<file path="src/rtl/uartrx_if.sv">
// Receiver-side signal bundle: serial line in, byte plus status out.
// Pure wiring, no latency; no backpressure (downstream must take rx_done when it pulses).
// master = the receiver, slave = the consumer that also owns the line.
interface uartrx_if;
    logic       rxd;
    logic [7:0] rx_data;
    logic       rx_done;
    logic       parity_err;
    logic       frame_err;
    logic       rx_busy;

    modport master (
        input  rxd,
        output rx_data, rx_done, parity_err, frame_err, rx_busy
    );

    modport slave (
        output rxd,
        input  rx_data, rx_done, parity_err, frame_err, rx_busy
    );
endinterface

</file>
<file path="src/rtl/uartrx.sv">
// UART receiver, 16x oversampled, 8 data bits LSB first, parity, one stop bit.
// Latency: rx_done 170 clocks after the first edge that samples the start bit low.
// No backpressure: rx_done is a single-cycle strobe, outputs hold until the next frame.
module uartrx #(
    parameter logic PARITYMODE = 1'b1
) (
    input  logic     clk,
    input  logic     rst,
    uartrx_if.master bus
);
    typedef enum logic [2:0] {IDLE, START, DATA, PARITY, STOP} state_t;

    state_t     state, state_nxt;
    logic       s1, s2, s3;
    logic [7:0] cnt, cnt_nxt;
    logic [7:0] shreg, shreg_nxt;
    logic       par_bit, par_bit_nxt;
    logic [7:0] data_q, data_nxt;
    logic       done_q, done_nxt;
    logic       busy_q, busy_nxt;
    logic       perr_q, perr_nxt;
    logic       ferr_q, ferr_nxt;
    logic       start_edge;
    logic       mid_bit;

    // s3 is history only: a start needs a high-to-low transition, not just a low level
    always_ff @(posedge clk or negedge rst) begin
        if (!rst) begin
            s1 <= 1'b1;
            s2 <= 1'b1;
            s3 <= 1'b1;
        end else begin
            s1 <= bus.rxd;
            s2 <= s1;
            s3 <= s2;
        end
    end

    assign start_edge = ~s2 & s3;
    assign mid_bit    = (cnt[3:0] == 4'd7);

    always_ff @(posedge clk or negedge rst) begin
        if (!rst) begin
            state   <= IDLE;
            cnt     <= '0;
            shreg   <= '0;
            par_bit <= 1'b0;
            data_q  <= '0;
            done_q  <= 1'b0;
            busy_q  <= 1'b0;
            perr_q  <= 1'b0;
            ferr_q  <= 1'b0;
        end else begin
            state   <= state_nxt;
            cnt     <= cnt_nxt;
            shreg   <= shreg_nxt;
            par_bit <= par_bit_nxt;
            data_q  <= data_nxt;
            done_q  <= done_nxt;
            busy_q  <= busy_nxt;
            perr_q  <= perr_nxt;
            ferr_q  <= ferr_nxt;
        end
    end

    always_comb begin
        state_nxt   = state;
        cnt_nxt     = cnt + 8'd1;
        shreg_nxt   = shreg;
        par_bit_nxt = par_bit;
        data_nxt    = data_q;
        done_nxt    = 1'b0;
        busy_nxt    = busy_q;
        perr_nxt    = perr_q;
        ferr_nxt    = ferr_q;
        case (state)
            IDLE: begin
                cnt_nxt = '0;
                if (start_edge) begin
                    state_nxt = START;
                    busy_nxt  = 1'b1;
                end
            end
            START: begin
                // Line back high at mid-start means a glitch: drop it silently
                if (cnt == 8'd7) begin
                    if (s2) begin
                        state_nxt = IDLE;
                        busy_nxt  = 1'b0;
                    end else begin
                        state_nxt = DATA;
                    end
                end
            end
            DATA: begin
                if (mid_bit) begin
                    shreg_nxt = {s2, shreg[7:1]};
                    if (cnt == 8'd135) state_nxt = PARITY;
                end
            end
            PARITY: begin
                if (cnt == 8'd151) begin
                    par_bit_nxt = s2;
                    state_nxt   = STOP;
                end
            end
            STOP: begin
                if (cnt == 8'd167) begin
                    data_nxt  = shreg;
                    perr_nxt  = ((^shreg) ^ par_bit) != PARITYMODE;
                    ferr_nxt  = ~s2;
                    done_nxt  = 1'b1;
                    busy_nxt  = 1'b0;
                    cnt_nxt   = '0;
                    state_nxt = IDLE;
                end
            end
            default: begin
                state_nxt = IDLE;
                cnt_nxt   = '0;
                busy_nxt  = 1'b0;
            end
        endcase
    end

    assign bus.rx_data    = data_q;
    assign bus.rx_done    = done_q;
    assign bus.rx_busy    = busy_q;
    assign bus.parity_err = perr_q;
    assign bus.frame_err  = ferr_q;
endmodule
</file>
<file path="src/flat_wrapper.sv">
// flat-port wrapper written by rule: the top's interface ports become plain ports
module uartrx_flat 
#(
    parameter logic PARITYMODE = 1'b1
)
  (clk, rst, bus_rxd, bus_rx_data, bus_rx_done, bus_parity_err, bus_frame_err, bus_rx_busy);
  uartrx_if bus_i ();
  input  logic clk;
  input  logic rst;
  input wire logic [$bits(bus_i.rxd)-1:0] bus_rxd;
  output wire logic [$bits(bus_i.rx_data)-1:0] bus_rx_data;
  output wire logic [$bits(bus_i.rx_done)-1:0] bus_rx_done;
  output wire logic [$bits(bus_i.parity_err)-1:0] bus_parity_err;
  output wire logic [$bits(bus_i.frame_err)-1:0] bus_frame_err;
  output wire logic [$bits(bus_i.rx_busy)-1:0] bus_rx_busy;
  assign bus_i.rxd = bus_rxd;
  assign bus_rx_data = bus_i.rx_data;
  assign bus_rx_done = bus_i.rx_done;
  assign bus_parity_err = bus_i.parity_err;
  assign bus_frame_err = bus_i.frame_err;
  assign bus_rx_busy = bus_i.rx_busy;
  uartrx #(.PARITYMODE(PARITYMODE)) u_core (.clk(clk), .rst(rst), .bus(bus_i));
endmodule
</file>
<file path="config.mk">
export PLATFORM = sky130hd
export DESIGN_NAME = uartrx_flat
export DESIGN_NICKNAME = d
export VERILOG_FILES = /design/src/rtl/uartrx_if.sv /design/src/rtl/uartrx.sv /design/src/flat_wrapper.sv
export SDC_FILE = /design/constraint.sdc
export NUM_CORES = 1
export LEC_CHECK = 0
export CAP_MARGIN = 15
export CORE_ASPECT_RATIO = 1.4
export CORE_MARGIN = 1.5
export CORE_UTILIZATION = 24
export CTS_BUF_LIST = sky130_fd_sc_hd__clkbuf_8
export DETAILED_ROUTE_END_ITERATION = 10
export HOLD_SLACK_MARGIN = 0.05
export PLACE_DENSITY_LB_ADDON = 0.15
export SLEW_MARGIN = 40
export SYNTH_ARGS = -nofsm -noshare
export SYNTH_HDL_FRONTEND = slang
export SYNTH_SLANG_ARGS = --single-unit
</file>
<file path="constraint.sdc">
create_clock -name clk -period 2 [get_ports clk]
set_input_delay 0.3 -clock clk [delete_from_list [all_inputs] [get_ports clk]]
set_output_delay 0.3 -clock clk [all_outputs]
set_load 0.03 [all_outputs]
</file>
==> out/results.txt <==
Outcome: complete, no violations
Min cycle time layout: 1.81 ns
Final setup viols: 0
HP Class: reg2reg
PostCTS Resize Cnt: 0
Critical Path Start Type: flop
Clock buffer depth: 2
Initial Util: 25.2%
Die Area: 7100 µm²
Initial antenna violation count: 0
Worst setup margin: 0.189 ns
Grt total ovfl: 0
Setup Skew: 0.00225 ns
Largest family of logic cells by synthesized area: simple AND/OR/NAND/NOR gates
DRT Wirelength: 3180 µm
Port bufs: 14
Reg2reg setup slack: 0.19 ns
Slowest Stage Delay on Critical Path: 0.38 ns
Avg Vias per Cell: 4.61
RSZ-0062 raised after global routing: no
Gate Count Post-Synth: 124
Synth Area in XOR/XNOR: 8.06%
Fin nets: 148
Vias in the first global route: 1101
Pre-CTS setup slack: 0.205 ns
GRT Util Overall: 9.96%
Post-Synthesis Cell Area: 1580 µm²
Cells after DPL: 209
Crit path buf inv count: 1
DRT Pass-1 Iters: 4
H-Tree Depth: 2
Clock latency on the worst-skew pair: 0.28 ns
Die Wd: 71.7 µm
F_max: 0.552 GHz
Slew Limit Fails: 0
GPL Wtd Cong: 0.761
Non-filler cells, final: 217
Post-synthesis mux area share: 13.5%
CP Data Required Time: 2.17 ns
Die Height: 99.1 µm
# clock sinks: 35
Number of max-cap violations: 0
Initial drt markers: 45
CORE AREA: 6300 µm²
Layout Utilization: 30.3%
Diode count: 0
Most common flop cell mapped by yosys: dfrtp_1
DRC: 0
DRT antenna net count: 0
Post-synth EDFFs: 0
Global-route wire length before repair: 5490 µm
Area Growth Syn to Fin: 20.6%
Worst-path cell chain: ha_1 -> and4bb_4 -> nand4b_4 -> nor2_2 -> buf_12 -> mux2_2
Power per cell area: 893 nW/µm²
Largest net degree at the start of global routing: 36
Ports: 15
Hold_ws: 0.358 ns
Ys Warns: 0
Hold Vio Cnt, Final: 0
Worst Setup End Kind: flop
CTS buffer count: 5
Setup TNS: 0 ns
#FFs+latches synth: 35
DR vias: 1000
Fraction of registers with async set or reset after synthesis: 100%
P_leak: 0.919 nW
Seq/Total Area, Yosys: 55.5%
Slew @ Worst Pin: 0.453 ns
Hold buffer count at cts: 0
Max IR drop VDD: 0.000263 V
Compound-cell area share of the yosys netlist: 4.50%
CP max-delay cell: dfrtp_1
Net Count, Synth: 128
Post-Synth Adder-Cell Area: 0.790%
DR WL/cell: 14.6 µm
Detail Placement HPWL: 2210 µm
Final worst path period share: 90.5%
CP delay by family, top: simple AND/OR/NAND/NOR gates
FP Rows: 34
Clock Pin Slew Worst Setup and Hold Paths: 0.07 ns
Syn_area_per_cell: 12.8 µm²
Simple-gate portion of the synthesized area: 14.9%
Setup repair bufs after CTS: 0
Synth cell types: 35
Clock Tree Root: clkbuf_8
WS Path Type: reg2reg
Clock tree from TritonCTS: yes
Max FO, Critical Path: 11
Slew headroom: 69.8%
Layout cells sized above 1: 27.6%
Critical Path AT: 1.98 ns
## area by class of cell
type / count / area [µm²]
Fill cell: 659 / 4390
Sequential cell: 35 / 880
Multi-Input combinational cell: 81 / 662
Timing Repair Buffer: 18 / 183
Tap cell: 72 / 90.1
Clock buffer: 5 / 68.8
Clock inverter: 3 / 16.3
Inverter: 3 / 11.3
## sequential cells by signal (all words and copies together) (netlist names), 3 cells and up
signal / cells
u_core.bus.rx_data: 8
u_core.state: 3
u_core.shreg: 8
u_core.cnt: 8
## cells in the mapped netlist, types with 2 or more instances
master    number  area, µm²
and2_1         2       12.5
a21oi_1        2       10.0
inv_1          3       11.3
nand3_1        3       15.0
nand4_1        2       12.5
nand2_1        6       22.5
mux2_2        19        214
nor2_1        12       45.0
a31oi_1        4       25.0
nor2b_1        2       12.5
dfrtp_1       32        801
clkbuf_1       2       7.51
dfstp_2        3       78.8
xnor2_1        6       52.6
xor2_1         6       52.6
## stage by stage
step,cell area (µm²),total power [mW]
after floorplan,1580,1.09
after global placement,1830,1.21
after detailed placement,1830,1.23
after CTS,1910,1.74
after global routing,1910,1.82
final,1910,1.71
## cells in the final DEF, fill, tap and decap left out, types with 2 or more instances in the layout
cell type and n:
dfrtp_1 32, mux2_2 19, clkdlybuf4s50_1 14, nor2_1 12, nand2_1 6, xor2_1 6
xnor2_1 6, clkbuf_8 5, inv_1 4, a31oi_1 4, nand3_1 3, buf_4 3
dfstp_2 3, and2_1 2, a21oi_1 2, nor2b_1 2, nand4_1 2
## path summary, 6_finish.rpt
| path | startpoint | endpoint | depth (start not counted) |
|---|---|---|---|
| min in group asynchronous | rst | u_core.cnt[7] | 2 |
| worst max-delay path | u_core.cnt[0] | u_core.bus.rx_data[4] | 6 |
| worst min register to register | u_core.s1 | u_core.s2 | 0 |
| worst min-delay path | u_core.s1 | u_core.s2 | 0 |
| max in group asynchronous | rst | u_core.s3 | 2 |
| worst max register to register | u_core.cnt[0] | u_core.bus.rx_data[4] | 6 |
## power breakdown
group | total [mW] | switching, mW | internal, mW
logic | 0.332 | 0.176 | 0.156
clock network | 0.501 | 0.263 | 0.238
registers | 0.873 | 0.0886 | 0.784
total | 1.71 | 0.527 | 1.18
## logic make-up (layout without fill, tap and decap cells)
logic type,after synthesis,after routing
DFF,35,35
xor gates and xnor gates,13,13
adders and majority gates,1,1
muxes,19,19
AOI/OAI and AO/OA,10,10
and+or+nand+nor,38,38
buffers and inverters,8,29
## layer usage
metal	part of all wire, %	GRT usage, %
met1	42	11.2
met2	53	17.5
met3	3.8	3.14
met4	1.2	3.63
met5	0	0
Note: power is estimated with default switching activity, not from simulation.
